### config.mk
export PLATFORM = sky130hd
export DESIGN_NAME = echo_ind_serializer
export DESIGN_NICKNAME = d
export VERILOG_FILES = /design/src/rtl/echo_ind_serializer_pkg.sv /design/src/rtl/echo_ind_fifo.sv /design/src/rtl/echo_ind_serializer.sv
export SDC_FILE = /design/constraint.sdc
export NUM_CORES = 1
export LEC_CHECK = 0
export ABC_AREA = 1
export BUFFER_PORTS_ARGS = -buffer_cell sky130_fd_sc_hd__buf_2
export CAP_MARGIN = 20
export CORE_MARGIN = 10
export CORE_UTILIZATION = 53
export DETAILED_ROUTE_END_ITERATION = 16
export PLACE_DENSITY_LB_ADDON = 0.2
export SLEW_MARGIN = 20
export SYNTH_ARGS = -nofsm -noshare
export SYNTH_HDL_FRONTEND = slang
export SYNTH_HIERARCHICAL = 1
export SYNTH_SLANG_ARGS = --single-unit
### constraint.sdc
create_clock -name CLK -period 5 [get_ports CLK]
set_clock_uncertainty 0.1 [all_clocks]
set_input_delay 0.25 -clock CLK [delete_from_list [all_inputs] [get_ports CLK]]
set_output_delay 0.25 -clock CLK [all_outputs]
set_load 0.05 [all_outputs]
### src/rtl/echo_ind_serializer_pkg.sv
// Shared echo-path definitions: serializer state encoding and the default frame header.
package echo_ind_serializer_pkg;

    localparam logic [7:0] HDR_DEFAULT = 8'hE1;

    typedef enum logic [2:0] {
        StIdle,
        StHdr,
        StB0,
        StB1,
        StB2,
        StB3
    } ser_state_e;

endpackage

### src/rtl/echo_ind_fifo.sv
// Circular FIFO buffering echo values ahead of the serializer.
module echo_ind_fifo #(
    parameter int unsigned DEPTH = 4,
    parameter int unsigned WIDTH = 32
) (
    input  logic                     CLK,
    input  logic                     RST,
    input  logic                     wr_en,
    input  logic [WIDTH-1:0]         wr_data,
    input  logic                     rd_en,
    output logic [WIDTH-1:0]         rd_data,
    output logic [$clog2(DEPTH):0]   count,
    output logic                     full,
    output logic                     empty
);

    localparam int unsigned AW = $clog2(DEPTH);
    localparam int unsigned CW = AW + 1;

    logic [WIDTH-1:0] mem_q [DEPTH];
    logic [AW-1:0]    wr_ptr_q, wr_ptr_d;
    logic [AW-1:0]    rd_ptr_q, rd_ptr_d;
    logic [CW-1:0]    count_q, count_d;
    logic             wr_ok, rd_ok;

    assign full    = (count_q == CW'(DEPTH));
    assign empty   = (count_q == '0);
    assign count   = count_q;
    assign rd_data = mem_q[rd_ptr_q];

    // A full FIFO refuses writes even when a read happens in the same cycle.
    assign wr_ok = wr_en && !full;
    assign rd_ok = rd_en && !empty;

    always_comb begin
        wr_ptr_d = wr_ptr_q;
        rd_ptr_d = rd_ptr_q;
        count_d  = count_q;
        if (wr_ok) begin
            wr_ptr_d = wr_ptr_q + 1'b1;
        end
        if (rd_ok) begin
            rd_ptr_d = rd_ptr_q + 1'b1;
        end
        if (wr_ok && !rd_ok) begin
            count_d = count_q + 1'b1;
        end else if (!wr_ok && rd_ok) begin
            count_d = count_q - 1'b1;
        end
    end

    always_ff @(posedge CLK) begin
        if (RST) begin
            wr_ptr_q <= '0;
            rd_ptr_q <= '0;
            count_q  <= '0;
        end else begin
            wr_ptr_q <= wr_ptr_d;
            rd_ptr_q <= rd_ptr_d;
            count_q  <= count_d;
        end
    end

    always_ff @(posedge CLK) begin
        if (!RST && wr_ok) begin
            mem_q[wr_ptr_q] <= wr_data;
        end
    end

endmodule

### src/rtl/echo_ind_serializer.sv
// Buffers echo indications and emits each 32-bit value as a header byte plus four
// little-endian data bytes on the downstream beat interface.
module echo_ind_serializer
    import echo_ind_serializer_pkg::*;
#(
    parameter int unsigned DEPTH = 4,
    parameter logic [7:0]  HDR   = HDR_DEFAULT
) (
    input  logic                   CLK,
    input  logic                   RST,
    input  logic                   echo__ENA,
    input  logic [31:0]            echo_v,
    output logic                   echo__RDY,
    output logic                   out_beat__ENA,
    output logic [7:0]             out_beat_v,
    input  logic                   out_beat__RDY,
    output logic [$clog2(DEPTH):0] pending,
    output logic [15:0]            frames_sent
);

    ser_state_e  state_q, state_d;
    logic [31:0] frame_q, frame_d;
    logic [15:0] frames_sent_q, frames_sent_d;
    logic [31:0] head;
    logic        pop;
    logic        fifo_full;
    logic        fifo_empty;

    echo_ind_fifo #(
        .DEPTH (DEPTH),
        .WIDTH (32)
    ) u_fifo (
        .CLK     (CLK),
        .RST     (RST),
        .wr_en   (echo__ENA),
        .wr_data (echo_v),
        .rd_en   (pop),
        .rd_data (head),
        .count   (pending),
        .full    (fifo_full),
        .empty   (fifo_empty)
    );

    assign echo__RDY   = !fifo_full;
    assign frames_sent = frames_sent_q;

    always_comb begin
        state_d       = state_q;
        frame_d       = frame_q;
        frames_sent_d = frames_sent_q;
        pop           = 1'b0;
        out_beat__ENA = 1'b0;
        out_beat_v    = 8'h00;
        unique case (state_q)
            StIdle: begin
                if (!fifo_empty) begin
                    pop     = 1'b1;
                    frame_d = head;
                    state_d = StHdr;
                end
            end
            StHdr: begin
                out_beat__ENA = out_beat__RDY;
                out_beat_v    = HDR;
                if (out_beat__RDY) state_d = StB0;
            end
            StB0: begin
                out_beat__ENA = out_beat__RDY;
                out_beat_v    = frame_q[7:0];
                if (out_beat__RDY) state_d = StB1;
            end
            StB1: begin
                out_beat__ENA = out_beat__RDY;
                out_beat_v    = frame_q[15:8];
                if (out_beat__RDY) state_d = StB2;
            end
            StB2: begin
                out_beat__ENA = out_beat__RDY;
                out_beat_v    = frame_q[23:16];
                if (out_beat__RDY) state_d = StB3;
            end
            StB3: begin
                out_beat__ENA = out_beat__RDY;
                out_beat_v    = frame_q[31:24];
                if (out_beat__RDY) begin
                    frames_sent_d = frames_sent_q + 16'd1;
                    // Chain straight into the next header so frames run back to back.
                    if (!fifo_empty) begin
                        pop     = 1'b1;
                        frame_d = head;
                        state_d = StHdr;
                    end else begin
                        state_d = StIdle;
                    end
                end
            end
            default: state_d = StIdle;
        endcase
    end

    always_ff @(posedge CLK) begin
        if (RST) begin
            state_q       <= StIdle;
            frame_q       <= '0;
            frames_sent_q <= '0;
        end else begin
            state_q       <= state_d;
            frame_q       <= frame_d;
            frames_sent_q <= frames_sent_d;
        end
    end

endmodule

* Yosys cells after proc, flatten, opt, wreduce, memory -nomap -nowiden
Memory sizes are Yosys's and may differ from the RTL's. A register that Yosys moved wholly into a read port is not among the register bits. Cells that the tools add are included.
Storage, ports and cells: flip-flop bits (word level) 58, RAM bits 128, output and inout port bits 29, memories 1
Memory list:
- u_fifo.mem_q | words 4, width 32, read ports 1, clocked after memory_dff 1, write ports 1, RTL line echo_ind_fifo.sv:20 | logic [WIDTH-1:0] mem_q [DEPTH];
Operators by class: add/subtract/negate cells 5, equal/unequal tests 12, muxes and demuxes 22, reduce and logical (&&, ||, !) cells 18
Operators with widths (number):
- two-way mux 32 bit | 2
- one-hot mux 32 bit (2 select lines) | 1
- one-hot mux 8 bit (5 select lines) | 1
- two-way mux 3 bit | 8
- one-hot mux 3 bit (6 select lines) | 1
- adder 16 x 1 -> 16 bit, second input constant | 1
- inequality test 2 bit, second input constant | 6
- == test 3 bit, second input constant | 3
- == test 3 x 2 -> 1 bit, second input constant | 2
- logical NOT 3 bit | 2
- two-way mux 1 bit | 6
- AND reduction 6 bit | 1
- logical AND 1 bit | 5
- logical NOT 1 bit | 5
- OR reduction 5 bit | 1
- adder 2 x 1 -> 2 bit, second input constant | 2
- two-way mux 2 bit | 2
- AND reduction 2 bit | 2
- nonzero test 2 bit | 2
- adder 3 x 1 -> 3 bit, second input constant | 1
- == test 3 x 1 -> 1 bit, second input constant | 1
- subtractor 3 x 1 -> 3 bit, second input constant | 1
- one-hot mux 1 bit (2 select lines) | 1

* Longest topological paths before layout
Gate-level depths: netlist (run 1).
word-level depth 8, gate-level depth with buffers 15, depth with buffers taken out 14

* By module
Netlist (run 1), hierarchy kept.
By module, submodules not included:
- echo_ind_fifo | instances 1, cells each 380, area an instance 5283.8 sq um, sequential area each 4023.9 sq um
- echo_ind_serializer | instances 1, cells each 370, area an instance 2417.3 sq um, sequential area each 1021.0 sq um

* Worst setup path before layout (run 1)
No wires, ideal clock.
path type register to register, start register u_fifo.count_q[0], in the netlist u_fifo/count[0], end memory u_fifo.mem_q[0][0] (enable), setup time 0.421 ns, data arrival time 2.482 ns, data required time 4.479 ns, slack 1.997 ns, cell stages (with the launch flop) 7, buffers on the path 0, period minus slack after synthesis 3.003 ns, cell sequence dfxtp_1 nor2_2 nand2_2 inv_2 nor2_2 nand2_2 nor2_1
Between the ends: cells in the longest elaborated chain, start to end 6
RTL lines:
- start, declared | RTL line echo_ind_fifo.sv:23 | logic [CW-1:0] count_q, count_d;
- start signal, assigned | RTL line echo_ind_fifo.sv:60 | count_q <= count_d;
- == test 3 bit | RTL line echo_ind_fifo.sv:26 | assign full = (count_q == CW'(DEPTH));
- net fifo_full | RTL line echo_ind_serializer.sv:26 | logic fifo_full;
- logical NOT 1 bit | RTL line echo_ind_fifo.sv:32 | assign wr_ok = wr_en && !full;
- logical AND 1 bit | RTL line echo_ind_fifo.sv:32
- net u_fifo.wr_ok | RTL line echo_ind_fifo.sv:24 | logic wr_ok, rd_ok;
- logical AND 1 bit | RTL line echo_ind_fifo.sv:65 | if (!RST && wr_ok) begin
- two-way mux 1 bit | RTL line echo_ind_fifo.sv:65
- two-way mux 1 bit (implied by the code) | RTL line echo_ind_fifo.sv:66 | mem_q[wr_ptr_q] <= wr_data;
- end, declared | RTL line echo_ind_fifo.sv:20
The timed path passes the listed nets, and every way through them passes these cells.

* Worst setup path in the final report (run 1)
start register state_q[0], end register u_fifo.count_q[1], in the netlist u_fifo/count[1]
Between the ends: cells in the longest elaborated chain, start to end 6, elaborated cells between the ends (all ways) 9, classes of those cells eq/ne (1); mux (2); reduce/logical (6)
RTL lines:
- start, declared | RTL line echo_ind_serializer.sv:21 | ser_state_e state_q, state_d;
- start signal, assigned | RTL line echo_ind_serializer.sv:103 | state_q <= StIdle;
- start signal, assigned | RTL line echo_ind_serializer.sv:107 | state_q <= state_d;
- == test 3 bit / logical NOT 3 bit (equally long branches) | RTL line echo_ind_serializer.sv:54 | unique case (state_q)
- one-hot mux 1 bit (2 select lines) * | RTL line echo_ind_serializer.sv:54
- logical AND 1 bit * | RTL line echo_ind_fifo.sv:33 | assign rd_ok = rd_en && !empty;
- logical NOT 1 bit * | RTL line echo_ind_fifo.sv:45 | if (wr_ok && !rd_ok) begin
- logical AND 1 bit * | RTL line echo_ind_fifo.sv:45
- two-way mux 3 bit * | RTL line echo_ind_fifo.sv:45
- net u_fifo.count_d[1] | RTL line echo_ind_fifo.sv:23
Mark *: on every way through the listed nets, which the timed path passes. The rest lies on a longest branch. A chain may end at the register's enable or synchronous reset.

==> results of run 1 <==
==> power by group through the flow <==
stage | Clock [W] | Combinational [W] | Sequential, W
floorplan | 0 | 0.00102 | 0.00197
global placement | 0 | 0.00116 | 0.00201
detailed placement | 0 | 0.00120 | 0.00202
CTS | 0.00137 | 0.00123 | 0.00199
global route | 0.00144 | 0.00138 | 0.00201
finish | 0.00135 | 0.00122 | 0.00199
==> flip-flops by register name, indices dropped and copies added (netlist names), named ones only <==
name	count
frame_q	32
frames_sent	16
state_q	3
u_fifo/count	3
u_fifo/mem_q	128
u_fifo/rd_ptr_q	2
u_fifo/wr_ptr_q	2
==> routing by layer <==
layer / up-vias / global-route usage
li1: 2735 / -
met1: 2639 / 0.204
met2: 139 / 0.274
met3: 35 / 0.0456
met4: 0 / 0.0701
met5: - / 0
==> worst max-delay path, stage by stage, from the launching register on <==
cell,delay [ps]
dfxtp_1,490
nand4_4,230
a21oi_4,680
nand2_2,140
ha_1,230
inv_1,110
fa_1,400
o21ai_0,230
nor2_1,60
==> final cells by class <==
| cell class | instances | share of cell area |
|---|---|---|
| sequential | 188 | 0.561 |
| clock buffer | 19 | 0.0481 |
| multi-input combinational | 470 | 0.245 |
| timing repair buffer | 102 | 0.0762 |
| tap | 180 | 0.0250 |
| inverter | 61 | 0.0263 |
| clock inverter | 13 | 0.0184 |
==> what timing repair did <==
item | CTS | global route
endpoints found under the hold margin | 128 | 0
hold buffers | 32 | 0
setup buffers | 0 | 0
==> metrics by stage <==
step,util,area (sq um),cells
after floorplan,-,7700,750
after global placement,0.575,8080,969
after detailed placement,0.575,8080,969
after CTS,0.641,9000,1033
after global routing,0.641,9000,1033
final,0.641,9000,1033
==> synthesized netlist by cell type, drive strengths merged <==
master	instances
nor3	7
or2	1
o22ai	32
clkbuf	5
dfxtp	60
edfxtp	128
fa	1
nand2	90
ha	7
xor2	1
inv	61
nand4	6
a31oi	6
buf	26
xnor2	2
o21ai	104
and3	1
nand3	14
nand3b	1
a21oi	15
nor2	182
==> kinds of logic (layout without fill, tap and decap cells) <==
logic type	after synthesis	count (layout)	synth area share
AND/OR/NAND/NOR	302	302	0.158
flip-flops	188	188	0.655
AO/OA/AOI/OAI	157	157	0.110
buffers and inverters	92	195	0.0596
adder cells (fa/ha/maj)	8	8	0.0140
XOR/XNOR	3	3	0.00341
==> final timing paths <==
path	depth (start not counted)	to	start	slack, ps
hold reg to reg	2	frame_q[29]	frame_q[29]	400
setup / recovery	8	u_fifo/count[1]	state_q[0]	2220
hold / removal	3	u_fifo/wr_ptr_q[0]	echo__ENA	40
setup reg to reg	8	u_fifo/count[1]	state_q[0]	2220
==> layout by cell type (no fill, tap or decap) <==
cell type,netlist,routed
a21oi_1,14,14
a21oi_4,1,1
a31oi_1,6,6
and3_1,1,1
buf_2,10,64
buf_4,5,6
bufinv_16,0,3
clkbuf_1,5,2
clkbuf_16,0,17
clkinv_2,0,2
clkinv_4,0,1
clkinvlp_4,0,4
dfxtp_1,60,59
dfxtp_2,0,1
dlygate4sd3_1,0,32
edfxtp_1,128,128
fa_1,1,1
ha_1,7,7
inv_1,56,55
inv_2,4,5
inv_6,0,3
inv_8,1,1
nand2_1,86,86
nand2_2,4,4
nand3_1,14,14
nand3b_1,1,1
nand4_1,5,5
nand4_4,1,1
nor2_1,178,174
nor2_2,4,8
nor3_1,7,7
o21ai_0,72,72
o21ai_1,32,32
o22ai_1,32,32
or2_0,1,1
xnor2_1,2,2
xor2_1,1,1
==> flow_summary.json, run 1 <==
{
  "status": "finished clean",
  "synth_top_area_frac": 0.499,
  "drv_cap": 0,
  "cts_resized": 0,
  "avgSynthCellArea_sq_um": 10.3,
  "relSlewSlack": 0.479,
  "yosys_register_bits": 188,
  "grt_pass1_wl_um": 26800,
  "pin_count": 65,
  "cp-end-kind": "register",
  "io_buffers": 64,
  "start_util": 0.548,
  "die_x_um": 141,
  "synth_area_sq_um": 7700,
  "htreeDepth": 4,
  "hpwl_um": 10200,
  "worstPathArrival_ps": 3000,
  "ant_nets": 0,
  "hold_path.class": "in -> reg",
  "wl_met2_um": 7820,
  "swShare": 0.345,
  "intPower_w": 0.00299,
  "grt_use_total": 0.167,
  "finalSetupViolCount": 0,
  "power_frac_clock": 0.296,
  "numCtsBuffers": 17,
  "nNetsFinal": 884,
  "wl_met1_um": 7330,
  "drt-initial-drc-count": 440,
  "place_ws_ps": 2300,
  "grt_max_degree": 65,
  "core-area_sq_um": 14000,
  "fin_ws_ps": 2220,
  "antenna_found_initial": 0,
  "start_kind": "register",
  "insertion_delay_ps": 430,
  "multi_input_area_sq_um": 2210,
  "yosysTopAreaCell": "edfxtp_1",
  "report.final.slew_viol_count": 0,
  "die-area_sq_um": 19800,
  "powerDensity_nw_per_um2": 507,
  "power_w": 0.00457,
  "via_per_inst": 5.37,
  "p_switching_w": 0.00158,
  "clock-sinks": 188,
  "yosysWarnings": 6,
  "period_needed_ps": 2780,
  "rsz0062_at_grt": "false",
  "cts-root-buf": "clkbuf_16",
  "period_share": 0.556,
  "tightest_slew_ps": 779,
  "required_ps": 5220,
  "die_h_um": 141,
  "combPwrFrac": 0.268,
  "diodes": 0,
  "synth_cell_types": 31,
  "path_max_fanout": 36,
  "crit_type": "reg -> reg",
  "tns_ps": 0,
  "fillers": 1096,
  "tritoncts": "done",
  "ir_drop_v": 0.000408,
  "regArea_sq_um": 5050,
  "synthTopCellsByArea": "edfxtp_1 (50%), dfxtp_1 (16%), nor2_1 (8.7%)",
  "routabilityCongestion": 0.887,
  "met3RoutedLength_um": 854,
  "seqPwrFrac": 0.436,
  "timing.hold.ws_ps": 38.4,
  "vias": 5548,
  "overflow": 0,
  "drive_gt1_frac": 0.142,
  "synthesis.nets": 794,
  "drc": 0,
  "seq_area_frac_synth": 0.655,
  "hold_violations": 0,
  "wl_um": 16500,
  "leakage_nw": 3.45,
  "path_clk_slew_ps": 70,
  "cts.path.max_buffers": 2,
  "num_rows": 43,
  "grt_pass1_vias": 5532,
  "wl_per_cell_um": 16.0,
  "detail_route.first_pass.iterations": 5,
  "fmax_ghz": 0.360,
  "highest_layer": "met4",
  "syn_inst": 750,
  "area_growth_pct": 16.8
}
(Power assumes the default switching activity.)
==> inputs of run 2 (changes only) <==
- ABC_AREA: 1 -> 0
- clock period: 5 -> 2.35 ns (I/O delays scaled with it)
==> run 2 against run 1 <==
Register-to-register slack got worse by 2100 ps. Sequential power increased by 110%. Count of clock-buffer cells in the layout decreased by 2. Critical path type unchanged. Worst hold slack improved by 71 ps. Critical endpoint is now u_fifo/count[2]. Largest power group unchanged. Synthesized cell count decreased by 31%.
==> flow_summary.json, run 2 <==
{
  "status": "finished clean",
  "drt-initial-drc-count": 230,
  "power_frac_clock": 0.282,
  "fin_area_sq_um": 9130,
  "async_flop_share": 0,
  "grt_max_degree": 43,
  "path_clk_slew_ps": 70,
  "tightest_slew_ps": 854,
  "num_rows": 43,
  "synth_top_family_by_area": "multiplexers",
  "htreeDepth": 4,
  "detail_route.first_pass.iterations": 4,
  "report.final.slew_viol_count": 0,
  "combPwrFrac": 0.271,
  "routabilityCongestion": 0.769,
  "yosys_most_used_dff": "edfxtp_1",
  "period_share": 0.969,
  "p_switching_w": 0.00286,
  "synth_fa_ha_area_frac": 0.0144,
  "synth_compound_area_frac": 0.0629,
  "synth_xor_area_frac": 0.0164,
  "yosysMostFrequentCell": "edfxtp_1",
  "grt_use_met3": 0.0486,
  "grt_pass1_vias": 4776,
  "required_ps": 2600,
  "relSlewSlack": 0.431,
  "vias": 4501,
  "yosys_register_bits": 188,
  "yosysWarnings": 6,
  "top_usage_layer": "met2",
  "intPower_w": 0.00638,
  "insertion_delay_ps": 420,
  "swShare": 0.310,
  "antenna_found_initial": 0,
  "cts-root-buf": "clkbuf_16",
  "path_max_fanout": 7,
  "drc": 0,
  "hold_path.class": "in -> reg",
  "grt_use_total": 0.158,
  "overflow": 0,
  "wl_per_cell_um": 18.1,
  "die_x_um": 139,
  "dpl_cell_area_sq_um": 8240,
  "numCtsBuffers": 17,
  "avgSynthCellArea_sq_um": 14.4,
  "grt_pass1_wl_um": 24500,
  "hpwl_um": 9420,
  "regMostFlops": "u_fifo/mem_q",
  "worstPathArrival_ps": 2520,
  "synth_area_sq_um": 7500,
  "die-area_sq_um": 19300,
  "die_h_um": 139,
  "synth_cell_types": 52,
  "tritoncts": "done",
  "rsz0062_at_grt": "true",
  "drv_cap": 0,
  "via_per_inst": 5.45,
  "fmax_ghz": 0.439,
  "synthesis.nets": 565,
  "ant_nets": 0,
  "layout_commonest_cell": "edfxtp_1",
  "leakage_nw": 3.22,
  "cp-end-kind": "register",
  "start_util": 0.540,
  "drive_gt1_frac": 0.288,
  "timing.hold.ws_ps": 109,
  "io_buffers": 64,
  "use_met2": 0.267,
  "hold_violations": 0,
  "synthTopCellsByArea": "edfxtp_1 (51%), dfxtp_1 (16%), mux4_2 (9.6%)",
  "cts.path.max_buffers": 2,
  "finalSetupViolCount": 0,
  "power_w": 0.00924,
  "synth_edf_count": 128,
  "seq_area_frac_synth": 0.673,
  "synth_top_area_frac": 0.513,
  "core-area_sq_um": 13900,
  "ir_drop_v": 0.000696,
  "crit_type": "reg -> reg",
  "powerDensity_nw_per_um2": 1010,
  "met1_usage": 0.192,
  "final_cell_mix": "edfxtp_1 (128), nand2_1 (77), buf_2 (61), dfxtp_1 (56), a21oi_1 (49)",
  "area_growth_pct": 21.8,
  "period_needed_ps": 2280,
  "ys_top_cells_by_count": "edfxtp_1 (128), nand2_1 (77), dfxtp_1 (60)",
  "synth-simple-area-share": 0.0975,
  "syn_inst": 521,
  "seqPwrFrac": 0.447,
  "pin_count": 65,
  "post-place-cells": 760,
  "fin_cells": 826,
  "yosysTopAreaCell": "edfxtp_1",
  "diodes": 0,
  "start_kind": "register",
  "nNetsFinal": 677,
  "wl_um": 14900,
  "synth_mux_area_frac": 0.111,
  "clock-sinks": 188,
  "largest_reg_flops": 128
}
run 2: cell count changes in the layout (fill, tap and decap cells not counted), moves of 9 or more:
cell     change
o21ai_0     -67
o22ai_1     -31
nand2_1      -9
a21oi_1     +35
o21ai_1     -32
inv_1       -47
buf_4       +15
mux4_2      +32
nand3_1      -9
nor2_1     -149
run 2: path summary, 6_finish.rpt:
| kind | startpoint | end | slack, ps | cells past startpoint |
|---|---|---|---|---|
| hold / removal | out_beat__RDY | state_q[0] | 110 | 4 |
| setup reg to reg | u_fifo/count[2] | u_fifo/count[2] | 70 | 10 |
| hold reg to reg | frame_q[2] | frame_q[2] | 350 | 2 |
| setup / recovery | u_fifo/count[2] | u_fifo/count[2] | 70 | 10 |
run 2: final cells by class:
type / instances / area, sq um
clock buffer: 17 / 425
clock inverter: 15 / 115
multi-input combinational: 293 / 2350
inverter: 11 / 43.8
fill: 999 / 4750
timing repair buffer: 122 / 912
sequential: 188 / 5060
tap: 180 / 225
run 2: repair_timing:
item,CTS,global route
setup endpoints to repair,0,7
hold buffers,33,0
gates resized for setup,0,8
hold endpoints to repair,130,0
setup buffers,0,1
run 2: through the flow:
step                      setup WS, ps  utilization  setup TNS (ps)
after floorplan                   -107            -            -107
after global placement             117        0.593               0
after detailed placement          43.7        0.593               0
after CTS                         6.84        0.656               0
after global routing             -36.9        0.658           -36.9
final                             73.6        0.658               0
run 2: power by group through the flow:
stage,clock network (W),registers (W),logic (W)
floorplan,0,0.00422,0.00185
global placement,0,0.00419,0.00241
detailed placement,0,0.00420,0.00245
CTS,0.00267,0.00413,0.00251
global route,0.00279,0.00417,0.00276
finish,0.00261,0.00413,0.00250
run 2: kinds of logic (layout without fill, tap and decap cells):
logic type,count (synthesis),count (layout)
AO/OA/AOI/OAI,79,79
XOR/XNOR,14,14
adder cells (fa/ha/maj),8,8
buffers and inverters,40,165
flip-flops,188,188
multiplexers,42,42
AND/OR/NAND/NOR,150,150
run 2: worst max-delay path, stage by stage, from the launching register on:
cell	delay, ps
dfxtp_4	380
nor3_4	190
a211o_1	160
inv_2	60
o31ai_4	70
ha_2	250
inv_2	40
fa_2	340
xor2_1	160
or3_4	330
a21oi_2	110
run 2: layer usage:
layer,share of wire,vias to the layer above
li1,-,2173
met1,0.44,2242
met2,0.52,78
met3,0.041,8
met4,0.0068,0
met5,0,-
